[src/rtl/serv_mtimer_if.sv]
// Wishbone classic slave port of the machine timer: 2-bit word address,
// 32-bit data, byte-lane selects and a single-cycle acknowledge.
interface serv_mtimer_if;
  logic [1:0]  i_wb_adr;
  logic [31:0] i_wb_dat;
  logic [3:0]  i_wb_sel;
  logic        i_wb_we;
  logic        i_wb_cyc;
  logic        i_wb_stb;
  logic [31:0] o_wb_rdt;
  logic        o_wb_ack;

  modport master (
    output i_wb_adr, i_wb_dat, i_wb_sel, i_wb_we, i_wb_cyc, i_wb_stb,
    input  o_wb_rdt, o_wb_ack
  );

  modport slave (
    input  i_wb_adr, i_wb_dat, i_wb_sel, i_wb_we, i_wb_cyc, i_wb_stb,
    output o_wb_rdt, o_wb_ack
  );
endinterface

[src/rtl/serv_mtimer.sv]
// RISC-V machine timer: prescaled free-running mtime and an mtimecmp compare
// register on a 32-bit Wishbone slave port. o_irq is a registered level
// (mtime >= mtimecmp) feeding the CSR unit's mtip input, which does its own
// edge detection and enable gating.
module serv_mtimer #(
  parameter int WIDTH = 64,  // 32 or 64
  parameter int DIV   = 1    // mtime advances once every DIV cycles
) (
  input  logic        i_clk,
  input  logic        i_rst,
  serv_mtimer_if.slave wb,
  output logic        o_irq
);

  localparam int              PW   = (DIV > 1) ? $clog2(DIV) : 1;
  localparam logic [PW-1:0]   LAST = PW'(DIV - 1);
  localparam logic            HI   = (WIDTH == 64);

  // Replace only the byte lanes enabled in sel.
  function automatic logic [31:0] f_merge(input logic [31:0] old,
                                          input logic [31:0] dat,
                                          input logic [3:0]  sel);
    logic [31:0] res;
    res = old;
    for (int b = 0; b < 4; b++) begin
      if (sel[b]) res[8*b +: 8] = dat[8*b +: 8];
    end
    return res;
  endfunction

  logic [PW-1:0]    r_presc;
  logic             w_tick;
  logic [WIDTH-1:0] r_mtime;
  logic [WIDTH-1:0] r_mtimecmp;
  logic [WIDTH-1:0] w_mtime_nxt;
  logic [WIDTH-1:0] w_cmp_nxt;
  logic [31:0]      w_mlo_mrg;
  logic [31:0]      w_clo_mrg;
  logic [31:0]      w_rd_mhi;
  logic [31:0]      w_rd_chi;
  logic [31:0]      r_rdt;
  logic             r_ack;
  logic             r_irq;
  logic             w_req;
  logic             w_wr;
  logic             w_rd;
  logic             w_mtime_we;
  logic             w_cmp_we;

  // Handshake: a request is cyc & stb while ack is low; it is accepted in
  // that cycle with no wait states and answered by ack (with read data) in
  // the next cycle for exactly one cycle. Masking with ack means a master
  // holding stb gets one ack every two cycles.
  assign w_req = wb.i_wb_cyc & wb.i_wb_stb & ~r_ack;
  assign w_wr  = w_req & wb.i_wb_we;
  assign w_rd  = w_req & ~wb.i_wb_we;

  // Upper-word addresses only decode to a register when WIDTH is 64;
  // otherwise the write is acknowledged and dropped.
  assign w_mtime_we = w_wr & ((wb.i_wb_adr == 2'd0) | (HI & (wb.i_wb_adr == 2'd1)));
  assign w_cmp_we   = w_wr & ((wb.i_wb_adr == 2'd2) | (HI & (wb.i_wb_adr == 2'd3)));

  assign w_tick    = (r_presc == LAST);
  assign w_mlo_mrg = f_merge(r_mtime[31:0], wb.i_wb_dat, wb.i_wb_sel);
  assign w_clo_mrg = f_merge(r_mtimecmp[31:0], wb.i_wb_dat, wb.i_wb_sel);

  generate
    if (WIDTH == 64) begin : g_w64
      logic [31:0] r_hi_shadow;

      // Reading mtime_lo snapshots the upper word so a following mtime_hi
      // read is coherent with it even if a carry happened in between.
      always_ff @(posedge i_clk) begin
        if (i_rst) begin
          r_hi_shadow <= 32'd0;
        end else if (w_rd && (wb.i_wb_adr == 2'd0)) begin
          r_hi_shadow <= r_mtime[WIDTH-1:32];
        end
      end

      // Address bit 0 picks which half a write lands in; the other half
      // keeps its current value.
      assign w_mtime_nxt = wb.i_wb_adr[0]
        ? {f_merge(r_mtime[WIDTH-1:32], wb.i_wb_dat, wb.i_wb_sel), r_mtime[31:0]}
        : {r_mtime[WIDTH-1:32], w_mlo_mrg};
      assign w_cmp_nxt = wb.i_wb_adr[0]
        ? {f_merge(r_mtimecmp[WIDTH-1:32], wb.i_wb_dat, wb.i_wb_sel), r_mtimecmp[31:0]}
        : {r_mtimecmp[WIDTH-1:32], w_clo_mrg};
      assign w_rd_mhi = r_hi_shadow;
      assign w_rd_chi = r_mtimecmp[WIDTH-1:32];
    end else begin : g_w32
      assign w_mtime_nxt = w_mlo_mrg;
      assign w_cmp_nxt   = w_clo_mrg;
      assign w_rd_mhi    = 32'd0;
      assign w_rd_chi    = 32'd0;
    end
  endgenerate

  // Prescaler runs 0..DIV-1 undisturbed by bus writes.
  always_ff @(posedge i_clk) begin
    if (i_rst) begin
      r_presc <= '0;
    end else if (w_tick) begin
      r_presc <= '0;
    end else begin
      r_presc <= r_presc + 1'b1;
    end
  end

  // mtime: a bus write beats a coincident tick (that increment is lost);
  // wraps silently at all ones.
  always_ff @(posedge i_clk) begin
    if (i_rst) begin
      r_mtime <= '0;
    end else if (w_mtime_we) begin
      r_mtime <= w_mtime_nxt;
    end else if (w_tick) begin
      r_mtime <= r_mtime + WIDTH'(1);
    end
  end

  // mtimecmp resets to all ones so nothing fires before software sets it.
  always_ff @(posedge i_clk) begin
    if (i_rst) begin
      r_mtimecmp <= '1;
    end else if (w_cmp_we) begin
      r_mtimecmp <= w_cmp_nxt;
    end
  end

  // Acknowledge one cycle after each accepted request; reset drops any
  // request in flight.
  always_ff @(posedge i_clk) begin
    if (i_rst) begin
      r_ack <= 1'b0;
    end else begin
      r_ack <= w_req;
    end
  end

  // Read data is registered alongside ack and held between reads.
  always_ff @(posedge i_clk) begin
    if (i_rst) begin
      r_rdt <= 32'd0;
    end else if (w_rd) begin
      case (wb.i_wb_adr)
        2'd0:    r_rdt <= r_mtime[31:0];
        2'd1:    r_rdt <= w_rd_mhi;
        2'd2:    r_rdt <= r_mtimecmp[31:0];
        default: r_rdt <= w_rd_chi;
      endcase
    end
  end

  // Interrupt level from the current register values; a compare change in
  // cycle N shows on o_irq in cycle N+1.
  always_ff @(posedge i_clk) begin
    if (i_rst) begin
      r_irq <= 1'b0;
    end else begin
      r_irq <= (r_mtime >= r_mtimecmp);
    end
  end

  assign wb.o_wb_ack = r_ack;
  assign wb.o_wb_rdt = r_rdt;
  assign o_irq       = r_irq;

endmodule

[src/flat_wrapper.sv]
// flat-port wrapper written by rule: the top's interface ports become plain ports
module serv_mtimer_flat 
#(
  parameter int WIDTH = 64,             
  parameter int DIV   = 1                                           
)
  (i_clk, i_rst, o_irq, wb_i_wb_adr, wb_i_wb_dat, wb_i_wb_sel, wb_i_wb_we, wb_i_wb_cyc, wb_i_wb_stb, wb_o_wb_rdt, wb_o_wb_ack);
  serv_mtimer_if wb_i ();
  input  logic i_clk;
  input  logic i_rst;
  output logic o_irq;
  input wire logic [$bits(wb_i.i_wb_adr)-1:0] wb_i_wb_adr;
  input wire logic [$bits(wb_i.i_wb_dat)-1:0] wb_i_wb_dat;
  input wire logic [$bits(wb_i.i_wb_sel)-1:0] wb_i_wb_sel;
  input wire logic [$bits(wb_i.i_wb_we)-1:0] wb_i_wb_we;
  input wire logic [$bits(wb_i.i_wb_cyc)-1:0] wb_i_wb_cyc;
  input wire logic [$bits(wb_i.i_wb_stb)-1:0] wb_i_wb_stb;
  output wire logic [$bits(wb_i.o_wb_rdt)-1:0] wb_o_wb_rdt;
  output wire logic [$bits(wb_i.o_wb_ack)-1:0] wb_o_wb_ack;
  assign wb_i.i_wb_adr = wb_i_wb_adr;
  assign wb_i.i_wb_dat = wb_i_wb_dat;
  assign wb_i.i_wb_sel = wb_i_wb_sel;
  assign wb_i.i_wb_we = wb_i_wb_we;
  assign wb_i.i_wb_cyc = wb_i_wb_cyc;
  assign wb_i.i_wb_stb = wb_i_wb_stb;
  assign wb_o_wb_rdt = wb_i.o_wb_rdt;
  assign wb_o_wb_ack = wb_i.o_wb_ack;
  serv_mtimer #(.WIDTH(WIDTH), .DIV(DIV)) u_core (.i_clk(i_clk), .i_rst(i_rst), .wb(wb_i), .o_irq(o_irq));
endmodule
[config.mk]
export PLATFORM = sky130hd
export DESIGN_NAME = serv_mtimer_flat
export DESIGN_NICKNAME = d
export VERILOG_FILES = /design/src/rtl/serv_mtimer_if.sv /design/src/rtl/serv_mtimer.sv /design/src/flat_wrapper.sv
export SDC_FILE = /design/constraint.sdc
export NUM_CORES = 1
export LEC_CHECK = 0
export BUFFER_PORTS_ARGS = -buffer_cell sky130_fd_sc_hd__buf_2
export CAP_MARGIN = 20
export CORE_MARGIN = 3
export CORE_UTILIZATION = 52
export CTS_CLUSTER_DIAMETER = 60
export DETAILED_ROUTE_END_ITERATION = 10
export MAX_ROUTING_LAYER = met4
export PLACE_DENSITY = 0.7
export SYNTH_ARGS = -nofsm -noshare
export SYNTH_HDL_FRONTEND = slang
export SYNTH_SLANG_ARGS = --single-unit
[constraint.sdc]
create_clock -name i_clk -period 3 [get_ports i_clk]
set_input_delay 0.45 -clock i_clk [delete_from_list [all_inputs] [get_ports i_clk]]
set_output_delay 0.45 -clock i_clk [all_outputs]
set_load 0.01 [all_outputs]
==> metrics.cfg <==
[outcome]
status = finished with violations
failed_checks = design-rule violations

[clocking]
cts_setup_buffers = 0
cts_resized = 0
cts_tree = done
cts_hold_buf = 0
cts_buffers = 17
clock-sinks = 195
cts_max_level = 4
clkTransAtPathRegs_ns = 0.08
cts_root_buf = clkbuf_16
clock_path_buffers = 2
clock_latency_ns = 0.45

[global_routing]
grt_overflow = 0
grtUsageTotal_pct = 33.3
grt_pass1_vias = 10807
antenna_found_initial = 1
grt_max_degree = 55
grt_pass1_wl_um = 60400

[pwr]
power_frac_seq_pct = 48.0
finalPower_mw = 5.57
p_int_mw = 4.00
powerDensity_nw_per_um2 = 437
p_sw_mw = 1.57
peakVddDrop_uv = 342
p_leak_nw = 5.92
switching_share_pct = 28.2
pwr-share-comb_pct = 9.5
clkPwrFrac_pct = 42.5

[drt]
vias = 11505
ant_nets = 0
wl_um = 38400
drt-initial-drc-count = 1247
dr.pass1.iters = 11
avgViaCountPerCell = 6.47
wl_per_cell_um = 21.6
drc = 1

[sta]
tns_ns = 0
post-route-period-util_pct = 94.0
max_freq_mhz = 355
fin_skew_ns = 0.00922
rsz0062_at_grt = false
hold_violations = 0
maxSlewHeadroom_pct = 43.6
setup_viol = 0
worst_pin_slew_ns = 0.847
drv_slew = 0
period_needed_ns = 2.82

[yosys]
synth_top_cell_by_area = dfxtp_1
ys_top_cells_by_area = dfxtp_1, nand2_1, nand3_1
yosysSeqAreaShare_pct = 34.6
ys_ff_latch = 195
synth_top_area_share_pct = 34.6
yosysWarnings = 0
synth_edf_count = 0
ys.flop_type = dfxtp_1
synth_nets = 1534
syn_area_um2 = 11300
synth_common_cells = nand2_1, dfxtp_1, nand3_1, a21oi_1, inv_1
yosysMostFrequentCell = nand2_1
synth_cells = 1426
async_reset_ff_share_pct = 0
syn_avg_cell_area_um2 = 7.90
ys_types = 75

[place]
place_area_um2 = 12100
dpl.cell_count = 1745
place_congestion = 0.995
dpl.hpwl_um = 27600
portBuffers = 76

[worst_setup_path]
cpMaxStageDelayCell = or4_4
path_delay_family = simple AND/OR/NAND/NOR gates
required_ns = 3.37
crit_chain = nand4_2 > or4_4 > nor2_2 > nand2_1 > or4_1 > a31oi_1
worst-setup-path-type = register to register
path_buf_inv = 0
r2r-start = u_core.r_mtime[17]$_SDFFE_PP0P_
critPathLaunchType = register
r2r_cells = 6
crit_arrival_ns = 3.19
worstPathMaxFanout = 11
worst_path_largest_cell_delay_ns = 0.66
critPathLaunch = u_core.r_mtime[17]$_SDFFE_PP0P_
crit_cells = 6
endpoint_kind = register

[layout]
design_area_um2 = 12700
nFillCells = 1961
syn_to_final_growth_pct = 13.1
layout-drive-gt1-share_pct = 15.4
regArea_um2 = 3900
nets = 1597
final_core_util_pct = 60.2
instances_no_fill = 1778
multi_input_area_um2 = 6740

[job]
drv_cap = 0

[floorplan]
core-area_um2 = 21200
die_h_um = 153
die_x_um = 153
ios = 77
row_count = 53
initial_utilization_pct = 53.3
die-area_um2 = 23500

[min_path]
hp-start = wb_i_wb_dat[21]
hp-class = primary input to register
whs_path_depth = 3

-- power groups by stage --
stage / Sequential, mW / Combinational (mW) / Clock [mW]
after detailed placement: 2.73 / 0.520 / 0
final: 2.67 / 0.532 / 2.37
after floorplan: 2.73 / 0.304 / 0
after CTS: 2.67 / 0.522 / 2.39
after global placement: 2.73 / 0.517 / 0
after global routing: 2.68 / 0.571 / 2.51
-- cell type report --
class / instances / area share (%)
multi-input cells: 1060 / 52.9
flip-flops and latches: 195 / 30.6
repair buffers: 135 / 6.68
clock buffers: 17 / 3.34
well taps: 275 / 2.70
inverters: 80 / 2.36
clock inverters: 15 / 1.36
diodes: 1 / 0.0196
-- final timing paths --
kind | end | slack, ns
worst max-delay path | u_core.r_mtime[38]$_SDFFE_PP0P_ | 0.18
worst min-delay path | u_core.r_mtimecmp[21]$_SDFFE_PP1P_ | 0.27
worst max register to register | u_core.r_mtime[38]$_SDFFE_PP0P_ | 0.18
worst min register to register | u_core.wb.o_wb_rdt[27]$_SDFFE_PP0P_ | 0.45
-- logic make-up after synthesis --
logic type / after synthesis / share of synthesized area (%)
AOI/OAI and AO/OA: 341 / 19.1
xor gates and xnor gates: 1 / 0.0777
adders and majority gates: 65 / 7.22
buffers and inverters: 171 / 5.83
DFF: 195 / 34.6
muxes: 38 / 6.93
other: 1 / 0.0333
and+or+nand+nor: 614 / 26.2
-- cells in the final DEF (no fill, tap or decap), types with 6 or more instances in the layout --
| master | count |
|---|---|
| nand2_1 | 261 |
| dfxtp_1 | 195 |
| nand3_1 | 167 |
| a21oi_1 | 156 |
| inv_1 | 77 |
| buf_2 | 75 |
| ha_1 | 65 |
| buf_4 | 58 |
| nor2_1 | 44 |
| o21ai_0 | 39 |
| mux4_2 | 32 |
| nor3_1 | 29 |
| nand4_1 | 26 |
| a31oi_1 | 20 |
| a21o_1 | 18 |
| clkbuf_16 | 17 |
| a211oi_1 | 15 |
| and3_1 | 14 |
| nor4_1 | 11 |
| and4_1 | 9 |
| o211ai_1 | 9 |
| a311oi_1 | 8 |
| and2_1 | 8 |
| a41oi_1 | 7 |
| or4_1 | 6 |
| mux2i_1 | 6 |
| o22ai_1 | 6 |
| a221oi_1 | 6 |
-- metal layers --
metal | up-vias | routed length, um | GRT usage (%)
li1 | 5324 | - | -
met1 | 5482 | 16500 | 45.8
met2 | 613 | 16700 | 47.5
met3 | 86 | 4120 | 9.31
met4 | 0 | 1030 | 10.9
met5 | - | 0 | -
-- stage by stage --
| step | hold WS [ns] | setup slack, ns |
|---|---|---|
| after floorplan | 0.433 | 0.666 |
| after detailed placement | 0.443 | 0.303 |
| after CTS | 0.255 | 0.253 |
| after global routing | 0.283 | 0.00948 |
| after global placement | 0.438 | 0.377 |
| final | 0.267 | 0.180 |
-- registers in the layout, indices dropped and copies added, names as in the netlist --
signal / cells
u_core.o_irq: 1
u_core.wb.o_wb_ack: 1
u_core.wb.o_wb_rdt: 32
u_core.r_presc: 1
u_core.r_mtime: 64
u_core.g_w64.r_hi_shadow: 32
u_core.r_mtimecmp: 64
-- worst reg2reg max path: stages, from the launching register on --
cell and delay [ns]:
dfxtp_1 0.56, nand4_2 0.28, or4_4 0.66, nor2_2 0.40, nand2_1 0.24, or4_1 0.43
a31oi_1 0.18
(Power assumes the default switching activity.)
